==> src/rtl/spi_tx_arbiter.sv <==
`timescale 1ns/1ps
// spi_tx_arbiter
// Shares one SPI transmit port between two requesters: port 0 (CPU/AHB write
// path) and port 1 (heartbeat sample stream). Requests are granted round-robin.
// Each grant sends one SPI mode-0 frame, MSB first, framed by CS_N.
//
// Ports
//   ahbCLK              system clock, all logic on posedge
//   resetN              asynchronous active-low reset
//   en                  1 = new grants allowed; an in-flight frame always completes
//   req0_valid/data     port 0 request word
//   req0_ready          port 0 word accepted this cycle (combinational)
//   req1_valid/data     port 1 request word
//   req1_ready          port 1 word accepted this cycle (combinational)
//   SCLK, MOSI, CS_N    SPI pins (SCLK idle low, MOSI changes on falling SCLK)
//   busy                1 whenever the sequencer is not idle
//   done                1-cycle pulse in the first CS_N-high cycle after a frame
//   done_id             port served by the frame flagged by done, held until next done
//
// Handshake: a word transfers on the rising clock edge where reqN_valid and
// reqN_ready are both high. readyN is high only while idle, enabled, out of
// reset, and port N is the arbitration winner, so at most one ready is high in
// any cycle. A requester must hold its data stable while valid is high and
// ready is low; a valid that drops before ready is simply forgotten.

module spi_tx_arbiter #(
  parameter int DATA_W  = 16,
  parameter int CLK_DIV = 4,
  parameter int CS_GAP  = 2
) (
  input  logic              ahbCLK,
  input  logic              resetN,
  input  logic              en,
  input  logic              req0_valid,
  input  logic [DATA_W-1:0] req0_data,
  output logic              req0_ready,
  input  logic              req1_valid,
  input  logic [DATA_W-1:0] req1_data,
  output logic              req1_ready,
  output logic              SCLK,
  output logic              MOSI,
  output logic              CS_N,
  output logic              busy,
  output logic              done,
  output logic              done_id
);

  // One counter serves both the SCLK half-periods and the CS gap, so it is
  // sized for the larger of the two.
  localparam int CNT_MAX = (CLK_DIV > CS_GAP) ? CLK_DIV : CS_GAP;
  localparam int CW      = (CNT_MAX > 1) ? $clog2(CNT_MAX) : 1;
  localparam int BW      = (DATA_W > 1) ? $clog2(DATA_W) : 1;

  localparam logic [CW-1:0] DIV_LAST = CW'(CLK_DIV - 1);
  localparam logic [CW-1:0] GAP_LAST = CW'(CS_GAP - 1);
  localparam logic [BW-1:0] BIT_LAST = BW'(DATA_W - 1);

  typedef enum logic [2:0] {
    IDLE  = 3'd0,
    SETUP = 3'd1,
    SHIFT = 3'd2,
    HOLD  = 3'd3,
    GAP   = 3'd4
  } state_t;

  state_t            state;
  state_t            state_next;
  logic [CW-1:0]     cnt;
  logic [BW-1:0]     bitcnt;
  logic [DATA_W-1:0] shreg;
  logic              sclk_q;
  logic              last_grant;
  logic              cur_id;
  logic              done_id_q;

  logic grant;
  logic accept;
  logic half_end;
  logic fall_edge;
  logic frame_active;

  // Both valid -> the port that did not win last time; otherwise the only
  // valid port. When neither is valid the value is unused.
  assign grant  = (req0_valid && req1_valid) ? ~last_grant : ~req0_valid;
  assign accept = resetN && en && (state == IDLE) && (req0_valid || req1_valid);

  assign req0_ready = accept && !grant;
  assign req1_ready = accept && grant;

  assign half_end  = (cnt == DIV_LAST);
  // Falling SCLK edge: end of a high half-period while shifting.
  assign fall_edge = (state == SHIFT) && half_end && sclk_q;

  assign frame_active = (state == SETUP) || (state == SHIFT) || (state == HOLD);

  assign SCLK    = sclk_q;
  assign CS_N    = !frame_active;
  assign MOSI    = frame_active && shreg[DATA_W-1];
  assign busy    = (state != IDLE);
  assign done    = (state == GAP) && (cnt == '0);
  assign done_id = done_id_q;

  // State register
  always_ff @(posedge ahbCLK or negedge resetN) begin
    if (!resetN) begin
      state <= IDLE;
    end else begin
      state <= state_next;
    end
  end

  // Next-state logic
  always_comb begin
    state_next = state;
    case (state)
      IDLE:  if (accept) state_next = SETUP;
      SETUP: if (half_end) state_next = SHIFT;
      SHIFT: if (fall_edge && (bitcnt == BIT_LAST)) state_next = HOLD;
      HOLD:  if (half_end) state_next = GAP;
      GAP:   if (cnt == GAP_LAST) state_next = IDLE;
      default: state_next = IDLE;
    endcase
  end

  // Datapath: counters, shift register, SCLK, arbitration history
  always_ff @(posedge ahbCLK or negedge resetN) begin
    if (!resetN) begin
      cnt        <= '0;
      bitcnt     <= '0;
      shreg      <= '0;
      sclk_q     <= 1'b0;
      last_grant <= 1'b1;
      cur_id     <= 1'b0;
      done_id_q  <= 1'b0;
    end else begin
      // cnt restarts on every state change and on every SCLK half-period.
      if ((state == IDLE) || (state_next != state)) begin
        cnt <= '0;
      end else if ((state == SHIFT) && half_end) begin
        cnt <= '0;
      end else begin
        cnt <= cnt + 1'b1;
      end

      if (accept) begin
        shreg      <= grant ? req1_data : req0_data;
        bitcnt     <= '0;
        last_grant <= grant;
        cur_id     <= grant;
      end else if (fall_edge) begin
        // Zero fill leaves MOSI low once the last bit has gone out.
        shreg <= {shreg[DATA_W-2:0], 1'b0};
        if (bitcnt != BIT_LAST) begin
          bitcnt <= bitcnt + 1'b1;
        end
      end

      if ((state == SHIFT) && half_end) begin
        sclk_q <= ~sclk_q;
      end else if (state != SHIFT) begin
        sclk_q <= 1'b0;
      end

      if ((state == HOLD) && (state_next == GAP)) begin
        done_id_q <= cur_id;
      end
    end
  end

endmodule
==> config.mk <==
export PLATFORM = sky130hd
export DESIGN_NAME = spi_tx_arbiter
export DESIGN_NICKNAME = d
export VERILOG_FILES = /design/src/rtl/spi_tx_arbiter.sv
export SDC_FILE = /design/constraint.sdc
export NUM_CORES = 1
export LEC_CHECK = 0
export BUFFER_PORTS_ARGS = -buffer_cell sky130_fd_sc_hd__buf_4
export CAP_MARGIN = 20
export CORE_MARGIN = 2
export CORE_UTILIZATION = 55
export DETAILED_ROUTE_END_ITERATION = 7
export PLACE_DENSITY_LB_ADDON = 0.25
export SLEW_MARGIN = 5
export SYNTH_ARGS = -nofsm -noshare
export SYNTH_HDL_FRONTEND = slang
export SYNTH_SLANG_ARGS = --single-unit
==> constraint.sdc <==
create_clock -name ahbCLK -period 2.55 [get_ports ahbCLK]
set_input_delay 0.1275 -clock ahbCLK [delete_from_list [all_inputs] [get_ports ahbCLK]]
set_output_delay 0.1275 -clock ahbCLK [all_outputs]
set_load 0.01 [all_outputs]
# Word-level counts from Yosys, hierarchy flattened
# Index checks and enable logic that the tools add are counted.
word_totals:
  out_inout_bits: 8
  input_bits: 37
  regBits: 29
  wordCells: 66
op_classes:
  bitwise: 3
  addsub: 2
  eq_ne: 11
  mux: 17
  n_reduce_logical: 25
ops:
  columns: ["operator", "count"]
  rows:
  - ["16-bit two-way mux", 3]
  - ["3-bit two-way mux", 5]
  - ["3-bit case mux with 5 select lines", 1]
  - ["1-bit logical AND", 12]
  - ["4-bit two-way mux", 3]
  - ["3-bit by 2-bit equality test with 1-bit output, second input constant", 2]
  - ["3-bit equality test, second input constant", 2]
  - ["2-bit nonzero test", 3]
  - ["4-bit by 1-bit adder with 4-bit output, second input constant", 1]
  - ["4-bit equality test, second input constant", 1]
  - ["1-bit logical OR", 4]
  - ["2-bit two-way mux", 2]
  - ["4-bit != test, second input constant", 1]
  - ["3-bit by 1-bit equality test with 1-bit output, second input constant", 1]
  - ["3-bit zero test", 1]
  - ["1-bit two-way mux", 3]
  - ["3-bit by 2-bit != test with 1-bit output, second input constant", 1]
  - ["3-bit != test", 1]
  - ["1-bit inverter", 3]
  - ["3-bit nonzero test", 1]
  - ["2-bit by 1-bit adder with 2-bit output, second input constant", 1]
  - ["2-bit by 1-bit equality test with 1-bit output, second input constant", 1]
  - ["2-bit equality test, second input constant", 1]
  - ["1-bit zero test", 2]
  - ["other kinds (2)", 2]

# Depth between registers and ports, before layout
# Gate-level depths: netlist of run 1.
logic_depth:
  ltp_word: 9
  mapped_depth: 6
  depth_no_buf: 5

# Worst setup path before layout of run 1
# No wires, ideal clock.
synth_path:
  path_type: "reg-to-reg"
  from: "register state[2]"
  to: "register cur_id"
  synth_period_minus_slack_ns: 1.769
  slack_ns: 0.781
  t_required_ns: 2.419
  setup_time_ns: 0.131
  path_buffers: 0
  t_arrival_ns: 1.638
  stages_incl_launch_ff: 5
  path_cell_list: "dfrtp_1 or3_2 or2_2 nor2_1 nor2_1"
synth_between:
  elab_chain_len: 3
synth_rtl:
  columns: ["item", "line", "text"]
  rows:
  - ["start: declaration", "66", "state_t state;"]
  - ["start signal: assignment", "108", "state <= state_next;"]
  - ["3-bit zero test", "85", "assign accept = resetN && en && (state == IDLE) && (req0_valid || req1_valid);"]
  - ["1-bit logical AND (2 in series)", "85", null]
  - ["end signal: assignment", "149", "cur_id <= grant;"]
  - ["end: declaration", "73", "logic cur_id;"]
# No other way between the ends.
# A chain may end at the register's enable or synchronous reset.

# Worst setup path in the final report of run 1
layout_path:
  from: "register state[2]"
  to: "output port req1_ready"
layout_between:
  elab_chain_len: 4
layout_rtl:
  columns: ["item", "line", "text"]
  rows:
  - ["3-bit zero test", "85", null]
  - ["1-bit logical AND (2 in series)", "85", null]
  - ["1-bit logical AND", "88", "assign req1_ready = accept && grant;"]
  - ["end: declaration", "39", "output logic req1_ready,"]
# No other way between the ends.

==> results of run 1 <==
==> layer usage <==
metal,up-vias,GRT usage (%),share of wire [%]
met3,11,5.804,5.5
li1,600,-,-
met1,573,23.72,39
met4,0,9.302,2.3
met2,39,40.58,54
met5,-,0,0
==> layout by cell type (no fill, tap or decap), types with 2 or more instances in the layout <==
master,n
a21oi_1,3
or2_2,2
and3_1,2
nor2_2,2
nand2_1,6
nor3_1,2
dfrtp_1,28
clkbuf_1,2
o21ai_0,2
clkbuf_4,5
nand3_1,2
ha_1,4
xnor2_1,2
nor2_1,13
buf_4,48
inv_1,4
mux2i_1,45
==> worst max-delay path, delay by kind of cell (launching register included) <==
kind                   cells  cell delay [ps]
buffers and inverters      1              110
DFF                        1              460
and+or+nand+nor            3             1250
==> through the flow <==
stage | util, % | instances
global placement | 71.05 | 214
floorplan | - | 141
global route | 73.55 | 223
finish | 73.55 | 223
detailed placement | 71.05 | 214
CTS | 73.55 | 223
==> area by class of cell <==
class | instances | area (sq um)
sequential | 29 | 726.9
clock buffer | 8 | 58.81
inverter | 4 | 15.01
multi-input combinational | 102 | 818.3
timing repair buffer | 49 | 370.4
tap | 31 | 38.79
fill | 203 | 729.5
==> state kept, by name (all words and copies together), names as in the netlist <==
signal and cells:
last_grant 1, cnt 2, cur_id 1, SCLK 1
done_id 1, state 3, bitcnt 4, shreg 16
==> report_power, final <==
part           leakage (uW)  switching, uW  internal, uW  total, uW
logic              0.000604            299           339        638
clock network     0.0000326            155           136        291
registers          0.000347            145           666        811
==> synth_stat cells (all sizes together) <==
| cell type | count |
|---|---|
| mux2i | 45 |
| dfrtp | 28 |
| nor2 | 15 |
| buf | 6 |
| nand2 | 6 |
| ha | 4 |
| inv | 4 |
| a21oi | 3 |
| and3 | 3 |
| o21ai | 3 |
| or2 | 3 |
| nand3 | 2 |
| nor3 | 2 |
| or3b | 2 |
| xnor2 | 2 |
| a211oi | 1 |
| a311oi | 1 |
| and2 | 1 |
| dfstp | 1 |
| mux2 | 1 |
| nand3b | 1 |
| nand4b | 1 |
| nor2b | 1 |
| o211ai | 1 |
| o311ai | 1 |
| o31ai | 1 |
| or3 | 1 |
| xor2 | 1 |
==> what timing repair did <==
item / 4_1_cts / 5_1_grt
endpoints found under the hold margin: 28 / 0
endpoints found under the setup margin: 0 / 0
hold buffers: 1 / 0
setup buffers: 0 / 0
==> cells by family after synthesis <==
kind of cell / after synthesis
DFF: 29
xor gates and xnor gates: 3
muxes: 46
buffers and inverters: 10
and+or+nand+nor: 38
AOI/OAI and AO/OA: 11
adders and majority gates: 4
==> worst max-delay path by stage <==
stage	startpoint	endpoint	slack (ps)
2_1_floorplan	state[2]	cur_id	780
3_3_place_gp	state[2]	shreg[9]	590
3_5_place_dp	state[2]	shreg[6]	460
4_1_cts	state[2]	req1_ready	260
5_1_grt	state[2]	req1_ready	170
6_report	state[2]	req1_ready	280
==> metrics.cfg, run 1 <==
[synthesis]
synth_simple_gate_area_share_pct = 12.42
synth_seq_cells = 29
syn_area_sq_um = 1602
synth_nets = 182
synth_compound_area_share_pct = 4.844
synth_area_leaders = dfrtp_1, mux2i_1, ha_1, nor2_1, dfstp_2
synth_top_cell_by_area = dfrtp_1
yosysUniqueCellTypes = 34
synthMuxAreaShare_pct = 28.83
postSynthAreaPerCell_sq_um = 11.36
synth.top_cell.area_share_pct = 43.75
synth_fa_ha_area_share_pct = 3.125
synthXorXnorAreaFrac_pct = 1.641
yosysWarnings = 0
ys_seq_area_share_pct = 45.39
syn-instance-count = 141
synth_top_family_by_area = multiplexers

[setup_path]
cp_max_fo = 13
cpPeakStageDelay_ps = 550
worst-r2r-setup-slack_ps = 450
start_kind = flip-flop
cp_slowest_cell = or3_2
reg2reg_from = state[2]
cp_data_arrival_time_ps = 2140
crit_type = flip-flop to output port
reg2reg_to = shreg[6]
reg2regPathDepth = 4
path_cells = or3_2 -> nor2_2 -> and2_1 -> buf_4
crit_required_ps = 2420
crit_path_end_kind = output port

[die]
start_util_pct = 58.08
die_y_microns = 57.96
die_w_microns = 57.96
io_pins = 45
num_rows = 19
die_area_sq_um = 3359
coreArea_sq_um = 2758

[sta]
fin_ws_ps = 277.6
hold_viol = 0
report.final.setup_viol = 0
finalCritPeriodShare_pct = 89.11
slew_headroom_pct = 59.56
slew_viol_final = 0
rsz0062_at_grt = no
min_period_ps = 2272
whs_ps = 85.07
tightest_slew_ps = 606.5
skew_ps = 4.209
timing.setup.tns_ps = 0
clock.fmax_ghz = 0.4401

[grt]
grt_pass1_vias = 1314
grt_use_total_pct = 22.07
grt_pass1_wl_mm = 5.575
overflow = 0
grt_max_degree = 31
antenna_found_initial = 0

[hold_path]
min_to = shreg[11]
min_path_type = primary input to flip-flop
holdPathStages = 3
min_from = req0_data[11]

[detailed_routing]
via_per_inst = 5.484
wire_per_inst_microns = 14.66
routed_wirelength_mm = 3.269
drt_iter0_drc = 20
num_vias = 1223
first_pass_iters = 4
ant_nets = 0
drc = 0

[pwr]
finalPower_uw = 1740
power_density_nw_per_um2 = 857.7
ir_worst_vdd_mv = 0.6695
power.leakage_uw = 0.0009836

[cts]
cts_resized = 0
path_clk_slew_ps = 90
cts_htree_levels = 2
cts_tree = done
cts_made_buffers = 5
clk_path_buf_depth = 2
cts_sinks = 29
clockRootBuffer = clkbuf_4
insertion_delay_ps = 330

[placed_design]
dp_slack_ps = 456.2
gp_congestion = 0.8826
dp_hpwl_mm = 2.590
io_buffers = 44
placed_cell_area_sq_um = 1959

[finish]
diodes = 0
fin_nets = 232
syn_to_final_growth_pct = 26.64
fin_area_sq_um = 2028
drive_gt1_share_pct = 34.38

[job]
drv_cap = 0

[run_status]
outcome = complete, no violations

No activity file was read; power rests on OpenSTA's default activity.
==> run 2: changes to the inputs <==
--- a/config.mk
+++ b/config.mk
@@ -9,6 +9,7 @@
 export CAP_MARGIN = 20
 export CORE_MARGIN = 2
 export CORE_UTILIZATION = 55
+export CTS_BUF_LIST = sky130_fd_sc_hd__clkbuf_16
 export DETAILED_ROUTE_END_ITERATION = 7
 export PLACE_DENSITY_LB_ADDON = 0.25
 export SLEW_MARGIN = 5
==> run 2 against run 1 <==
  * Final cell count did not move
  * Non-clock buffer count stayed put
  * Combinational power increased by 2%
  * Largest cell class unchanged
  * Clock-buffer cell count down 3
  * Core utilization grew 2.8 points
  * Global-route usage up 1.1 points
  * Power grew 15%
  * Register-to-register slack improved by 20 ps
==> metrics.cfg, run 2 (synthesis results as in run 1) <==
[sta]
skew_ps = 2.966  ; was 4.209 ps
min_period_ps = 2198  ; was 2272 ps
rsz0062_at_grt = no  ; unchanged
finalCritPeriodShare_pct = 86.20  ; was 89.11%
slew_headroom_pct = 57.41  ; was 59.56%
tightest_slew_ps = 638.9  ; was 606.5 ps
fin_ws_ps = 352.0  ; was 277.6 ps
timing.setup.tns_ps = 0  ; unchanged
hold_viol = 0  ; unchanged
clock.fmax_ghz = 0.4550  ; was 0.4401 GHz
slew_viol_final = 0  ; unchanged
report.final.setup_viol = 0  ; unchanged

[finish]
diodes = 0  ; unchanged
top_register = shreg  ; unchanged
fillers = 193  ; was 203
layout_common_cells = buf_4, mux2i_1, dfrtp_1  ; unchanged
drive_gt1_share_pct = 33.85  ; was 34.38%
reg_top3 = shreg (16), bitcnt (4), state (3)  ; unchanged
syn_to_final_growth_pct = 31.48  ; was 26.64%
largest_register_ffs = 16  ; unchanged
final_common_cell = buf_4  ; unchanged
final_cell_count_no_fill = 223  ; unchanged
fin_nets = 232  ; unchanged
final_util_pct = 76.36  ; was 73.55%

[placed_design]
gp_congestion = 0.8826  ; unchanged
dp_hpwl_mm = 2.590  ; unchanged
place_inst = 214  ; unchanged
dp_slack_ps = 456.2  ; unchanged
io_buffers = 44  ; unchanged

[detailed_routing]
drc = 0  ; unchanged
drt_iter0_drc = 22  ; was 20
routed_wirelength_mm = 3.481  ; was 3.269 mm
via_per_inst = 5.480  ; was 5.484
first_pass_iters = 4  ; unchanged
ant_nets = 0  ; unchanged
wire_per_inst_microns = 15.61  ; was 14.66 microns
num_vias = 1222  ; was 1,223

[setup_path]
cp_slowest_cell = or3_2  ; unchanged
start_kind = flip-flop  ; unchanged
cp_data_arrival_time_ps = 2070  ; was 2140 ps
cpPeakStageDelay_ps = 540  ; was 550 ps
path_cells = or3_2 -> nor2_2 -> and2_1 -> buf_4  ; unchanged
crit_required_ps = 2420  ; about the same
reg2reg_to = shreg[6]  ; unchanged
reg2regPathDepth = 4  ; unchanged
reg2reg_from = state[2]  ; unchanged
cp_max_fo = 13  ; unchanged
crit_path_end_kind = output port  ; unchanged
crit_type = flip-flop to output port  ; unchanged
worst-r2r-setup-slack_ps = 470  ; was 450 ps

[die]
num_rows = 19  ; unchanged
start_util_pct = 58.08  ; unchanged
coreArea_sq_um = 2758  ; unchanged
die_area_sq_um = 3359  ; unchanged
die_w_microns = 57.96  ; unchanged
die_y_microns = 57.96  ; unchanged
io_pins = 45  ; unchanged

[grt]
antenna_found_initial = 0  ; unchanged
overflow = 0  ; unchanged
grt_pass1_wl_mm = 5.768  ; was 5.575 mm
grt_max_degree = 31  ; unchanged
grt_use_total_pct = 23.21  ; was 22.07%
grt_pass1_vias = 1302  ; was 1,314

[cts]
insertion_delay_ps = 270  ; was 330 ps
clockRootBuffer = clkbuf_16  ; was clkbuf_4
cts_sinks = 29  ; unchanged
cts_htree_levels = 2  ; unchanged
clk_path_buf_depth = 2  ; unchanged
cts_setup_buffers = 0  ; unchanged
cts_tree = done  ; unchanged
path_clk_slew_ps = 50  ; was 90 ps
cts_made_buffers = 5  ; unchanged

[hold_path]
min_to = shreg[8]  ; was shreg[11]
min_path_type = primary input to flip-flop  ; unchanged
min_from = req0_data[8]  ; was req0_data[11]
holdPathStages = 3  ; unchanged

[pwr]
power_density_nw_per_um2 = 950.4  ; was 857.7 nW/um^2
power.leakage_uw = 0.001025  ; was 0.0009836 uW
ir_worst_vdd_mv = 1.013  ; was 0.6695 mV

[job]
drv_cap = 0  ; unchanged

[run_status]
outcome = complete, no violations  ; unchanged

==> run 2: cell count changes in the layout (fill, tap and decap cells not counted) <==
cell,previous run,this run
clkbuf_1,2,0
clkbuf_16,0,5
clkbuf_4,5,0
clkbuf_8,1,0
clkinv_1,0,1
inv_1,4,6
==> run 2: critical path, delay by kind of cell, from the launching register on <==
kind	cells	cell delay, ps
flip-flops	1	450
AND/OR/NAND/NOR	3	1230
buffers and inverters	1	110
==> run 2: per-layer routing <==
metal,vias to the layer above,part of all wire [%],track usage [%]
met1,584,40,25.92
li1,599,-,-
met3,4,4.7,6.250
met4,0,1.1,6.645
met5,-,0,0
met2,35,54,43.02
==> run 2: worst max-delay path by stage <==
stage	start	endpoint
finish	state[2]	req1_ready
global route	resetN	req1_ready
CTS	state[2]	req1_ready
detailed placement	state[2]	shreg[6]
global placement	state[2]	shreg[9]
floorplan	state[2]	cur_id
==> run 2: power by group <==
group | internal [uW] | leakage, uW | total (uW) | switching (uW)
Clock | 349 | 0.0000738 | 535 | 186
Combinational | 340 | 0.000604 | 650 | 310
Sequential | 669 | 0.000347 | 816 | 147
Total | 1360 | 0.00102 | 2000 | 644
==> run 2: metrics by stage <==
stage / cell area (sq um) / power, uW / hold WS (ps)
2_1_floorplan: 1602 / 1211 / -168.1
3_3_place_gp: 1959 / 1410 / 66.88
3_5_place_dp: 1959 / 1465 / 70.49
4_1_cts: 2106 / 2014 / 154.7
5_1_grt: 2106 / 2117 / 175.3
6_report: 2106 / 2001 / 148.7
==> run 2: layout make-up <==
type / instances / area (sq um) / share of cell area, %
sequential: 29 / 726.9 / 34.52
clock inverter: 3 / 11.26 / 0.5348
timing repair buffer: 49 / 370.4 / 17.59
tap: 31 / 38.79 / 1.842
inverter: 4 / 15.01 / 0.7130
multi-input combinational: 102 / 818.3 / 38.86
clock buffer: 5 / 125.1 / 5.942
==> run 2: what timing repair did <==
action,in CTS,in global routing
gates resized for setup,0,0
hold buffers,1,0
endpoints found under the hold margin,28,0
==> run 3: changes to the inputs <==
--- a/config.mk
+++ b/config.mk
@@ -11,6 +11,7 @@
 export CORE_UTILIZATION = 55
 export CTS_BUF_LIST = sky130_fd_sc_hd__clkbuf_16
 export DETAILED_ROUTE_END_ITERATION = 7
+export MAX_ROUTING_LAYER = met4
 export PLACE_DENSITY_LB_ADDON = 0.25
 export SLEW_MARGIN = 5
 export SYNTH_ARGS = -nofsm -noshare
==> run 3 against run 2 <==
  * Via count increased by 1.2%
  * Flip-flop and latch count did not move
  * Global-route usage increased by 0.71 points
  * Largest cell class unchanged
  * Largest power group unchanged
  * Highest routed layer unchanged
==> metrics.cfg, run 3 (synthesis results as in run 1) <==
[finish]
fillers = 193  ; unchanged
reg_top3 = shreg (16), bitcnt (4), state (3)  ; unchanged
layout_common_cells = buf_4, mux2i_1, dfrtp_1  ; unchanged
largest_register_ffs = 16  ; unchanged
syn_to_final_growth_pct = 31.48  ; unchanged
register_area_sq_um = 726.9  ; unchanged
top_register = shreg  ; unchanged
diodes = 0  ; unchanged
fin_nets = 232  ; unchanged
drive_gt1_share_pct = 33.85  ; unchanged
final_common_cell = buf_4  ; unchanged
multi_input_area_sq_um = 818.3  ; unchanged

[sta]
tightest_slew_ps = 634.1  ; was 638.9 ps
whs_ps = 148.9  ; was 148.7 ps
clock.fmax_ghz = 0.4513  ; was 0.4550 GHz
finalCritPeriodShare_pct = 86.90  ; was 86.20%
hold_viol = 0  ; unchanged
rsz0062_at_grt = no  ; unchanged
skew_ps = 2.921  ; was 2.966 ps
timing.setup.tns_ps = 0  ; unchanged
min_period_ps = 2216  ; was 2198 ps
slew_viol_final = 0  ; unchanged
report.final.setup_viol = 0  ; unchanged
slew_headroom_pct = 57.73  ; was 57.41%

[detailed_routing]
num_vias = 1237  ; was 1,222
routed_wirelength_mm = 3.506  ; was 3.481 mm
wire_per_inst_microns = 15.72  ; was 15.61 microns
via_per_inst = 5.547  ; was 5.480
drt_iter0_drc = 21  ; was 22
ant_nets = 0  ; unchanged
first_pass_iters = 4  ; unchanged
drc = 0  ; unchanged

[cts]
clk_path_buf_depth = 2  ; unchanged
cts_resized = 0  ; unchanged
cts_made_buffers = 5  ; unchanged
cts_tree = done  ; unchanged
cts_htree_levels = 2  ; unchanged
clockRootBuffer = clkbuf_16  ; unchanged
insertion_delay_ps = 270  ; about the same
cts_sinks = 29  ; unchanged
path_clk_slew_ps = 50  ; about the same

[job]
drv_cap = 0  ; unchanged

[die]
num_rows = 19  ; unchanged
io_pins = 45  ; unchanged
die_w_microns = 57.96  ; unchanged
die_area_sq_um = 3359  ; unchanged
start_util_pct = 58.08  ; unchanged
coreArea_sq_um = 2758  ; unchanged
die_y_microns = 57.96  ; unchanged

[grt]
antenna_found_initial = 0  ; unchanged
grt_use_total_pct = 23.93  ; was 23.21%
overflow = 0  ; unchanged
grt_pass1_vias = 1311  ; was 1,302
grt_pass1_wl_mm = 5.768  ; unchanged
grt_max_degree = 31  ; unchanged

[pwr]
ir_worst_vdd_mv = 1.018  ; was 1.013 mV
sw_frac_of_total_pct = 32.24  ; was 32.16%
finalPower_uw = 2004  ; was 2001 uW
power_density_nw_per_um2 = 951.7  ; was 950.4 nW/um^2
combPwrFrac_pct = 32.5  ; about the same
power.leakage_uw = 0.001025  ; unchanged
p_seq_share_pct = 40.8  ; about the same
p_sw_uw = 646.1  ; was 643.6 uW
p_clk_share_pct = 26.7  ; about the same
p_int_uw = 1358  ; about the same

[placed_design]
gp_congestion = 0.8972  ; was 0.8826
io_buffers = 44  ; unchanged
dp_hpwl_mm = 2.590  ; unchanged

[setup_path]
cp_data_arrival_time_ps = 2090  ; was 2070 ps
crit_type = flip-flop to output port  ; unchanged
start_kind = flip-flop  ; unchanged
cp_max_fo = 13  ; unchanged
crit_required_ps = 2420  ; about the same
crit_path_end_kind = output port  ; unchanged

[run_status]
outcome = complete, no violations  ; unchanged

[hold_path]
min_path_type = primary input to flip-flop  ; unchanged

## run 3: cell counts in the layout (fill, tap and decap cells not counted)
Identical to the previous run, type by type.
## run 3: critical path, cell delays in order (launching register included)
cell	delay, ps
dfrtp_1	450
or3_2	550
nor2_2	490
and2_1	210
buf_4	110
## run 3: final timing paths
check,startpoint,to,slack [ps],cells past startpoint
setup / recovery,state[2],req1_ready,330,4
hold / removal,req0_data[8],shreg[8],150,3
setup reg to reg,state[2],shreg[6],460,4
hold reg to reg,cur_id,cur_id,490,2
max in group asynchronous,resetN,last_grant,1910,2
min in group asynchronous,resetN,done_id,330,2
## run 3: power by group through the flow
stage                     Sequential (uW)  Clock, uW  Combinational [uW]
after global routing                  839        554                 725
after CTS                             814        538                 661
after floorplan                       778          0                 433
after global placement                802          0                 608
final                                 818        535                 651
after detailed placement              819          0                 646
## run 3: per-layer routing
layer	GRT usage, %	vias to the layer above	part of all wire, %
met4	6.645	0	1.4
met1	25.77	598	40
li1	-	597	-
met5	-	-	0
met3	6.250	6	5.3
met2	43.18	36	53
## run 3: timing repair
action                                  in CTS  in global routing
hold buffers                                 1                  0
endpoints found under the setup margin       0                  0
endpoints found under the hold margin       28                  0
buffers inserted                             0                  0
## run 3: through the flow
| stage | utilization [%] | std cells | area, sq um | setup slack, ps |
|---|---|---|---|---|
| final | 76.36 | 223 | 2106 | 334.0 |
| after global routing | 76.36 | 223 | 2106 | 195.7 |
| after CTS | 76.36 | 223 | 2106 | 323.3 |
| after detailed placement | 71.05 | 214 | 1959 | 456.2 |
| after global placement | 71.05 | 214 | 1959 | 585.8 |
| after floorplan | - | 141 | 1602 | 781.3 |
## run 3: cell type report
cell class / instances / share of cell area, %
clock buffer: 5 / 5.942
clock inverter: 3 / 0.5348
inverter: 4 / 0.7130
multi-input combinational: 102 / 38.86
sequential: 29 / 34.52
tap: 31 / 1.842
timing repair buffer: 49 / 17.59
